<file path="src/rtl/lowampa_thresh_servo.sv">
// Low-amplitude trigger-rate servo.
// Wishbone initiator that, on every scaler-period-done pulse, reads each beam
// scaler, applies a proportional correction to that beam's shadow threshold,
// writes the threshold back and finally issues the threshold-update command.
//
// Handshake: classic single-transfer Wishbone. A transfer is in progress
// while wb_cyc_o (== wb_stb_o) is high; we/adr/dat stay stable until the edge
// that samples wb_ack_i or wb_err_i, and only one transfer is ever
// outstanding. wb_err_i beats wb_ack_i when both are seen in the same cycle.
module lowampa_thresh_servo #(
  parameter int          NBEAMS      = 54,
  parameter logic [12:0] SCAL_BASE   = 13'h0400,
  parameter logic [12:0] THRESH_BASE = 13'h0800,
  parameter logic [12:0] CTRL_ADDR   = 13'h1800,
  parameter logic [31:0] UPDATE_VAL  = 32'h2,
  parameter logic [17:0] INIT_THRESH = 18'd4000,
  parameter int          GAIN_SHIFT  = 2,
  parameter int          MAX_STEP    = 64,
  parameter int          DEADBAND    = 2,
  parameter int          TIMEOUT     = 255
) (
  input  logic        wb_clk_i,
  input  logic        wb_rst_n_i,
  output logic        wb_cyc_o,
  output logic        wb_stb_o,
  output logic        wb_we_o,
  output logic [12:0] wb_adr_o,
  output logic [31:0] wb_dat_o,
  output logic [3:0]  wb_sel_o,
  input  logic [31:0] wb_dat_i,
  input  logic        wb_ack_i,
  input  logic        wb_err_i,
  input  logic        count_done_i,
  input  logic        servo_en_i,
  input  logic [15:0] target_i,
  input  logic        err_clr_i,
  output logic        busy_o,
  output logic        sweep_done_o,
  output logic        timeout_o,
  output logic        bus_err_o
);

  localparam int BW = (NBEAMS > 1) ? $clog2(NBEAMS) : 1;
  localparam int TW = $clog2(TIMEOUT + 1);

  localparam logic [BW-1:0]      LAST_BEAM = BW'(NBEAMS - 1);
  localparam logic [TW-1:0]      TMO_LAST  = TW'(TIMEOUT - 1);
  localparam logic signed [16:0] DB_P      = 17'(DEADBAND);
  localparam logic signed [16:0] DB_N      = -DB_P;
  localparam logic signed [16:0] STEP_P    = 17'(MAX_STEP);
  localparam logic signed [16:0] STEP_N    = -STEP_P;
  localparam logic signed [19:0] THR_MAX   = 20'sd262143;

  typedef enum logic [2:0] {
    S_IDLE    = 3'd0,
    S_RD_SCAL = 3'd1,
    S_CALC    = 3'd2,
    S_WR_THR  = 3'd3,
    S_GAP     = 3'd4,
    S_WR_UPD  = 3'd5
  } state_t;

  state_t state;
  state_t state_next;

  logic [BW-1:0] beam;
  logic          pending;
  logic [15:0]   count;
  logic [TW-1:0] tcnt;
  logic [17:0]   shadow [NBEAMS];

  logic               bus_act;
  logic               xfer_ack;
  logic               xfer_err;
  logic               xfer_tmo;
  logic               req;
  logic               start;
  logic               last_beam;
  logic [12:0]        beam_ofs;
  logic signed [16:0] err_s;
  logic signed [16:0] err_sh;
  logic signed [16:0] delta;
  logic signed [19:0] sum_s;
  logic [17:0]        thresh_new;

  // Upper half of the scaler word carries no count information.
  logic unused_dat_hi;
  assign unused_dat_hi = ^wb_dat_i[31:16];

  // Transfer-completion events and sweep-start decision.
  always_comb begin
    bus_act   = (state == S_RD_SCAL) || (state == S_WR_THR) || (state == S_WR_UPD);
    xfer_err  = bus_act && wb_err_i;
    xfer_ack  = bus_act && wb_ack_i && !wb_err_i;
    xfer_tmo  = bus_act && !wb_ack_i && !wb_err_i && (tcnt == TMO_LAST);
    req       = count_done_i || pending;
    start     = (state == S_IDLE) && req && servo_en_i;
    last_beam = (beam == LAST_BEAM);
    beam_ofs  = 13'({beam, 2'b00});
  end

  // Proportional correction with deadband, step clamp and 18-bit saturation.
  always_comb begin
    err_s  = $signed({1'b0, count}) - $signed({1'b0, target_i});
    err_sh = err_s >>> GAIN_SHIFT;
    if (err_s >= DB_N && err_s <= DB_P) begin
      delta = '0;
    end else if (err_sh > STEP_P) begin
      delta = STEP_P;
    end else if (err_sh < STEP_N) begin
      delta = STEP_N;
    end else begin
      delta = err_sh;
    end
    sum_s = $signed({2'b00, shadow[beam]}) + $signed({{3{delta[16]}}, delta});
    if (sum_s < 20'sd0) begin
      thresh_new = '0;
    end else if (sum_s > THR_MAX) begin
      thresh_new = '1;
    end else begin
      thresh_new = sum_s[17:0];
    end
  end

  // Sweep sequencer next-state; any error or timeout abandons the sweep.
  always_comb begin
    state_next = state;
    case (state)
      S_IDLE: begin
        if (start) state_next = S_RD_SCAL;
      end
      S_RD_SCAL: begin
        if (xfer_err || xfer_tmo) state_next = S_IDLE;
        else if (xfer_ack)        state_next = S_CALC;
      end
      S_CALC: begin
        state_next = S_WR_THR;
      end
      S_WR_THR: begin
        if (xfer_err || xfer_tmo) state_next = S_IDLE;
        else if (xfer_ack)        state_next = last_beam ? S_WR_UPD : S_GAP;
      end
      S_GAP: begin
        state_next = S_RD_SCAL;
      end
      S_WR_UPD: begin
        if (xfer_err || xfer_tmo || xfer_ack) state_next = S_IDLE;
      end
      default: begin
        state_next = S_IDLE;
      end
    endcase
  end

  // Bus drive decoded from the state register so fields hold for the whole transfer.
  always_comb begin
    wb_cyc_o = 1'b0;
    wb_we_o  = 1'b0;
    wb_adr_o = '0;
    wb_dat_o = '0;
    case (state)
      S_RD_SCAL: begin
        wb_cyc_o = 1'b1;
        wb_adr_o = SCAL_BASE + beam_ofs;
      end
      S_WR_THR: begin
        wb_cyc_o = 1'b1;
        wb_we_o  = 1'b1;
        wb_adr_o = THRESH_BASE + beam_ofs;
        wb_dat_o = {14'b0, shadow[beam]};
      end
      S_WR_UPD: begin
        wb_cyc_o = 1'b1;
        wb_we_o  = 1'b1;
        wb_adr_o = CTRL_ADDR;
        wb_dat_o = UPDATE_VAL;
      end
      default: begin
      end
    endcase
  end

  assign wb_stb_o = wb_cyc_o;
  assign wb_sel_o = 4'hF;
  assign busy_o   = (state != S_IDLE);

  // State register, beam index, request latch, ack timer and status flags.
  always_ff @(posedge wb_clk_i) begin
    if (!wb_rst_n_i) begin
      state        <= S_IDLE;
      beam         <= '0;
      pending      <= 1'b0;
      count        <= '0;
      tcnt         <= '0;
      sweep_done_o <= 1'b0;
      timeout_o    <= 1'b0;
      bus_err_o    <= 1'b0;
    end else begin
      state        <= state_next;
      sweep_done_o <= (state == S_WR_UPD) && xfer_ack;

      if (start) begin
        beam <= '0;
      end else if ((state == S_WR_THR) && xfer_ack && !last_beam) begin
        beam <= beam + 1'b1;
      end

      // A request arriving mid-sweep is held (single-deep) until back in IDLE,
      // where it is consumed whether or not the servo is enabled.
      if (state == S_IDLE) begin
        pending <= 1'b0;
      end else if (count_done_i) begin
        pending <= 1'b1;
      end

      if ((state == S_RD_SCAL) && xfer_ack) begin
        count <= wb_dat_i[15:0];
      end

      // Timer restarts with every transfer, including back-to-back ones.
      if (!bus_act || xfer_ack || xfer_err || xfer_tmo) begin
        tcnt <= '0;
      end else begin
        tcnt <= tcnt + 1'b1;
      end

      if (xfer_tmo)       timeout_o <= 1'b1;
      else if (err_clr_i) timeout_o <= 1'b0;

      if (xfer_err)       bus_err_o <= 1'b1;
      else if (err_clr_i) bus_err_o <= 1'b0;
    end
  end

  // Shadow thresholds: updated once per beam in CALC, reloaded on reset.
  always_ff @(posedge wb_clk_i) begin
    if (!wb_rst_n_i) begin
      for (int i = 0; i < NBEAMS; i++) begin
        shadow[i] <= INIT_THRESH;
      end
    end else if (state == S_CALC) begin
      shadow[beam] <= thresh_new;
    end
  end

endmodule

</file>
<file path="config.mk">
export PLATFORM = sky130hd
export DESIGN_NAME = lowampa_thresh_servo
export DESIGN_NICKNAME = d
export VERILOG_FILES = /design/src/rtl/lowampa_thresh_servo.sv
export SDC_FILE = /design/constraint.sdc
export NUM_CORES = 2
export LEC_CHECK = 0
export ABC_AREA = 1
export BUFFER_PORTS_ARGS = -buffer_cell sky130_fd_sc_hd__buf_4
export CAP_MARGIN = 15
export CORE_MARGIN = 2
export CORE_UTILIZATION = 35
export CTS_BUF_LIST = sky130_fd_sc_hd__clkbuf_2 sky130_fd_sc_hd__clkbuf_4 sky130_fd_sc_hd__clkbuf_8
export CTS_CLUSTER_DIAMETER = 200
export DETAILED_ROUTE_END_ITERATION = 16
export SLEW_MARGIN = 20
export SYNTH_ARGS = -nofsm -noshare
export SYNTH_HDL_FRONTEND = slang
export SYNTH_SLANG_ARGS = --single-unit
</file>
<file path="constraint.sdc">
create_clock -name wb_clk_i -period 11.9 [get_ports wb_clk_i]
set_clock_uncertainty 0.2 [all_clocks]
set_input_delay 0.595 -clock wb_clk_i [delete_from_list [all_inputs] [get_ports wb_clk_i]]
set_output_delay 0.595 -clock wb_clk_i [all_outputs]
set_load 0.005 [all_outputs]
</file>
==> results.py <==
metrics = {
    "clocking": {
        "cts_htree_levels": 4,
        "cts-root-to-sink-buffers": 3,
        "cts_resized": 0,
        "cts_num_sinks": 1195,
        "postCtsSetupBuffers": 0,
        "cts-buffers-inserted": 190,
        "cts_tree": "built",
        "ctsRootBufferMaster": "clkbuf_8",
        "holdBufCountCts": 37,
        "clkTransAtPathRegs_ns": 0.07,
        "clk_latency_ns": 0.93,
    },
    "cells_and_area": {
        "drive_gt1_share_pct": 12.5,
        "synthToLayoutAreaGrowth_pct": 9.99,
        "num-nets-final": 5385,
        "mostFrequentLayoutCells": "1284 x nor2_1, 1152 x edfxtp_1, 689 x o21ai_0, 604 x nand2_1, 282 x o22ai_1",
        "layout_commonest_cell": "nor2_1",
        "fin_area_mm2": 0.0608,
    },
    "setup_path": {
        "critPathArrivalTime_ns": 8.15,
        "path_buf_inv": 6,
        "cp_cell_sequence": "inv_8 -> buf_4 -> o21ai_0 -> o22ai_1 -> nor2_1 -> o32ai_1 -> o211ai_1 -> nand2_1 -> ha_1 -> inv_1 -> nor3_1 -> nand4_1 -> nand3_1 -> nand2_1 -> nand2_1 -> inv_1 -> nand2_4 -> nand2_8 -> nand2_2 -> buf_4 -> inv_1",
        "path_max_fanout": 89,
        "crit_path_start_kind": "flip-flop",
        "r2r_slack_ns": 4.12,
        "cp-end-kind": "flip-flop",
        "r2r_cells": 21,
        "critPathRequiredTime_ns": 12.28,
        "critical_path_class": "reg -> reg",
        "crit_slowest_cell": "o32ai_1",
        "worstSetupPathDepth": 21,
        "cpPeakStageDelay_ns": 1.06,
        "path_delay_family": "buffers and inverters",
    },
    "global_routing": {
        "grt_max_degree": 149,
        "antenna_found_initial": 3,
        "grtUsageTotal_pct": 19.7,
        "first_global_vias": 38365,
        "grt.overflow.total": 0,
        "grt_pass1_wl_um": 242000,
    },
    "sta": {
        "hold_viol_final": 0,
        "setup_viol": 0,
        "fin_tns_setup_ns": 0,
        "rsz0062_at_grt": "false",
        "slew_viol_final": 0,
        "slew_headroom_pct": 14.7,
        "min_period_over_period_pct": 65.3,
        "max_freq_ghz": 0.129,
        "period_needed_ns": 7.78,
        "hold_ws_ns": 0.139,
        "tightest_slew_ns": 1.28,
    },
    "synth": {
        "synth_flop_cell": "edfxtp_1",
        "async_flop_share_pct": 0,
        "synth_area_per_cell_um2": 10.3,
        "synth.distinct_cells": 51,
        "syn_area_mm2": 0.0553,
        "yosysSeqAreaShare_pct": 64.1,
        "synth_warnings": 0,
        "synthCells": 5351,
        "ys_seq_elements": 1195,
        "synth_edf_count": 1152,
    },
    "routing": {
        "num_vias": 40340,
        "drt_pre_antenna_iters": 6,
        "final_antenna_net_count": 0,
        "vias_per_cell": 5.39,
        "wl_per_cell_um": 21.9,
        "postRouteWirelength_um": 164000,
        "drc": 0,
        "drtIter0Drc": 4533,
    },
    "placed_design": {
        "portBuffers": 72,
        "dp_hpwl_um": 96300,
        "gp_congestion": 0.908,
        "dpl-instance-area_mm2": 0.0568,
    },
    "floorplan": {
        "die_x_um": 401,
        "coreArea_mm2": 0.157,
        "fp-row-count": 145,
        "start_util_pct": 35.3,
        "dieArea_mm2": 0.161,
        "die_y_um": 401,
        "io_pins": 111,
    },
    "outcome": {
        "status": "finished, final reports clean",
    },
    "pwr": {
        "powerDensity_mw_per_mm2": 145,
        "leakage_nw": 20.1,
        "ir_drop_uv": 123,
    },
    "min_path": {
        "hold_class": "in -> reg",
        "holdPathStages": 3,
    },
    "run": {
        "drv_cap": 0,
    },
}
==> registers in the layout (all words and copies together) (netlist names), named ones only <==
register and flops:
beam 6, count 16, pending 1, tcnt 8, bus_err_o 1, timeout_o 1
shadow 1152, state 3, sweep_done_o 1
==> synth_stat cells, types with 3 or more instances <==
cell type | number | area [um^2]
buf_1 | 19 | 71.3
and2_1 | 3 | 18.8
a32o_1 | 8 | 80.1
o31ai_1 | 3 | 22.5
buf_2 | 47 | 235
o32ai_1 | 16 | 140
o21bai_1 | 4 | 30.0
edfxtp_1 | 1152 | 34600
a221oi_1 | 9 | 78.8
dfxtp_1 | 43 | 861
nand4_1 | 15 | 93.8
clkinv_1 | 6 | 22.5
a21oi_1 | 102 | 510
o221ai_1 | 45 | 394
inv_2 | 14 | 52.6
ha_1 | 40 | 500
nand3_1 | 85 | 425
xor2_1 | 13 | 114
xnor2_1 | 8 | 70.1
clkbuf_1 | 290 | 1090
inv_1 | 188 | 706
nor3_1 | 24 | 120
o211ai_1 | 25 | 188
nand3_2 | 5 | 50.1
buf_4 | 26 | 195
buf_6 | 51 | 574
nand2_8 | 5 | 100
nand2_4 | 8 | 90.1
o21ai_0 | 689 | 3450
nand2_2 | 14 | 87.6
nor2_1 | 1294 | 4860
nand2_1 | 604 | 2270
nor2_2 | 188 | 1180
o22ai_1 | 282 | 1760
==> metrics by stage <==
step,power [mW],util (%),worst slack [ns],cells
3_3_place_gp,5.46,36.3,4.34,7117
5_1_grt,9.09,38.8,3.90,7483
2_1_floorplan,5.28,-,6.71,5371
3_5_place_dp,5.47,36.3,4.29,7117
4_1_cts,8.87,38.8,4.27,7482
6_report,8.84,38.8,4.12,7483
==> worst reg2reg max path: cells and delay by family, from the launching register on <==
family / cells / cell delay [ns]
adders and majority gates: 1 / 0.23
and+or+nand+nor: 10 / 2.23
buffers and inverters: 6 / 2.46
DFF: 1 / 0.51
AOI/OAI and AO/OA: 4 / 1.80
==> layout make-up <==
type                       count  area (um^2)
fill                       15134        95800
sequential                  1195        35500
multi-input combinational   3534        17000
clock buffer                 274         3300
tap                         2058         2570
timing repair buffer         159         1370
inverter                     208          798
clock inverter                54          314
antenna                        1         2.50
==> power by group <==
group	leakage, nW	switching, mW	internal [mW]
Sequential	11.1	0.0310	4.74
Combinational	7.10	0.520	0.0993
Clock	1.91	1.65	1.79
Total	20.1	2.20	6.63
==> layer usage <==
| layer | up-vias | global-route usage (%) | wire [um] |
|---|---|---|---|
| met1 | 19739 | 26.5 | 67200 |
| met3 | 306 | 3.41 | 13500 |
| met4 | 0 | 8.11 | 6390 |
| met5 | - | 0 | 0 |
| met2 | 1809 | 31.6 | 76600 |
| li1 | 18486 | - | - |
==> cells by family (layout without fill, tap and decap cells) <==
| family | count (synthesis) | in the layout | share of synthesized area [%] |
|---|---|---|---|
| xor gates and xnor gates | 21 | 21 | 0.333 |
| buffers and inverters | 642 | 695 | 5.36 |
| DFF | 1195 | 1195 | 64.1 |
| AOI/OAI and AO/OA | 1193 | 1193 | 12.2 |
| and+or+nand+nor | 2256 | 2256 | 17.0 |
| adders and majority gates | 42 | 42 | 0.978 |
| other | 2 | 23 | 0.0136 |
==> path summary, 6_finish.rpt <==
path | start | to
max | flip-flop | shadow[61][4]
min reg2reg | count[0] | count[0]
max reg2reg | flip-flop | shadow[61][4]
min | wb_rst_n_i | count[0]
Power figures use the tool's default switching activity.
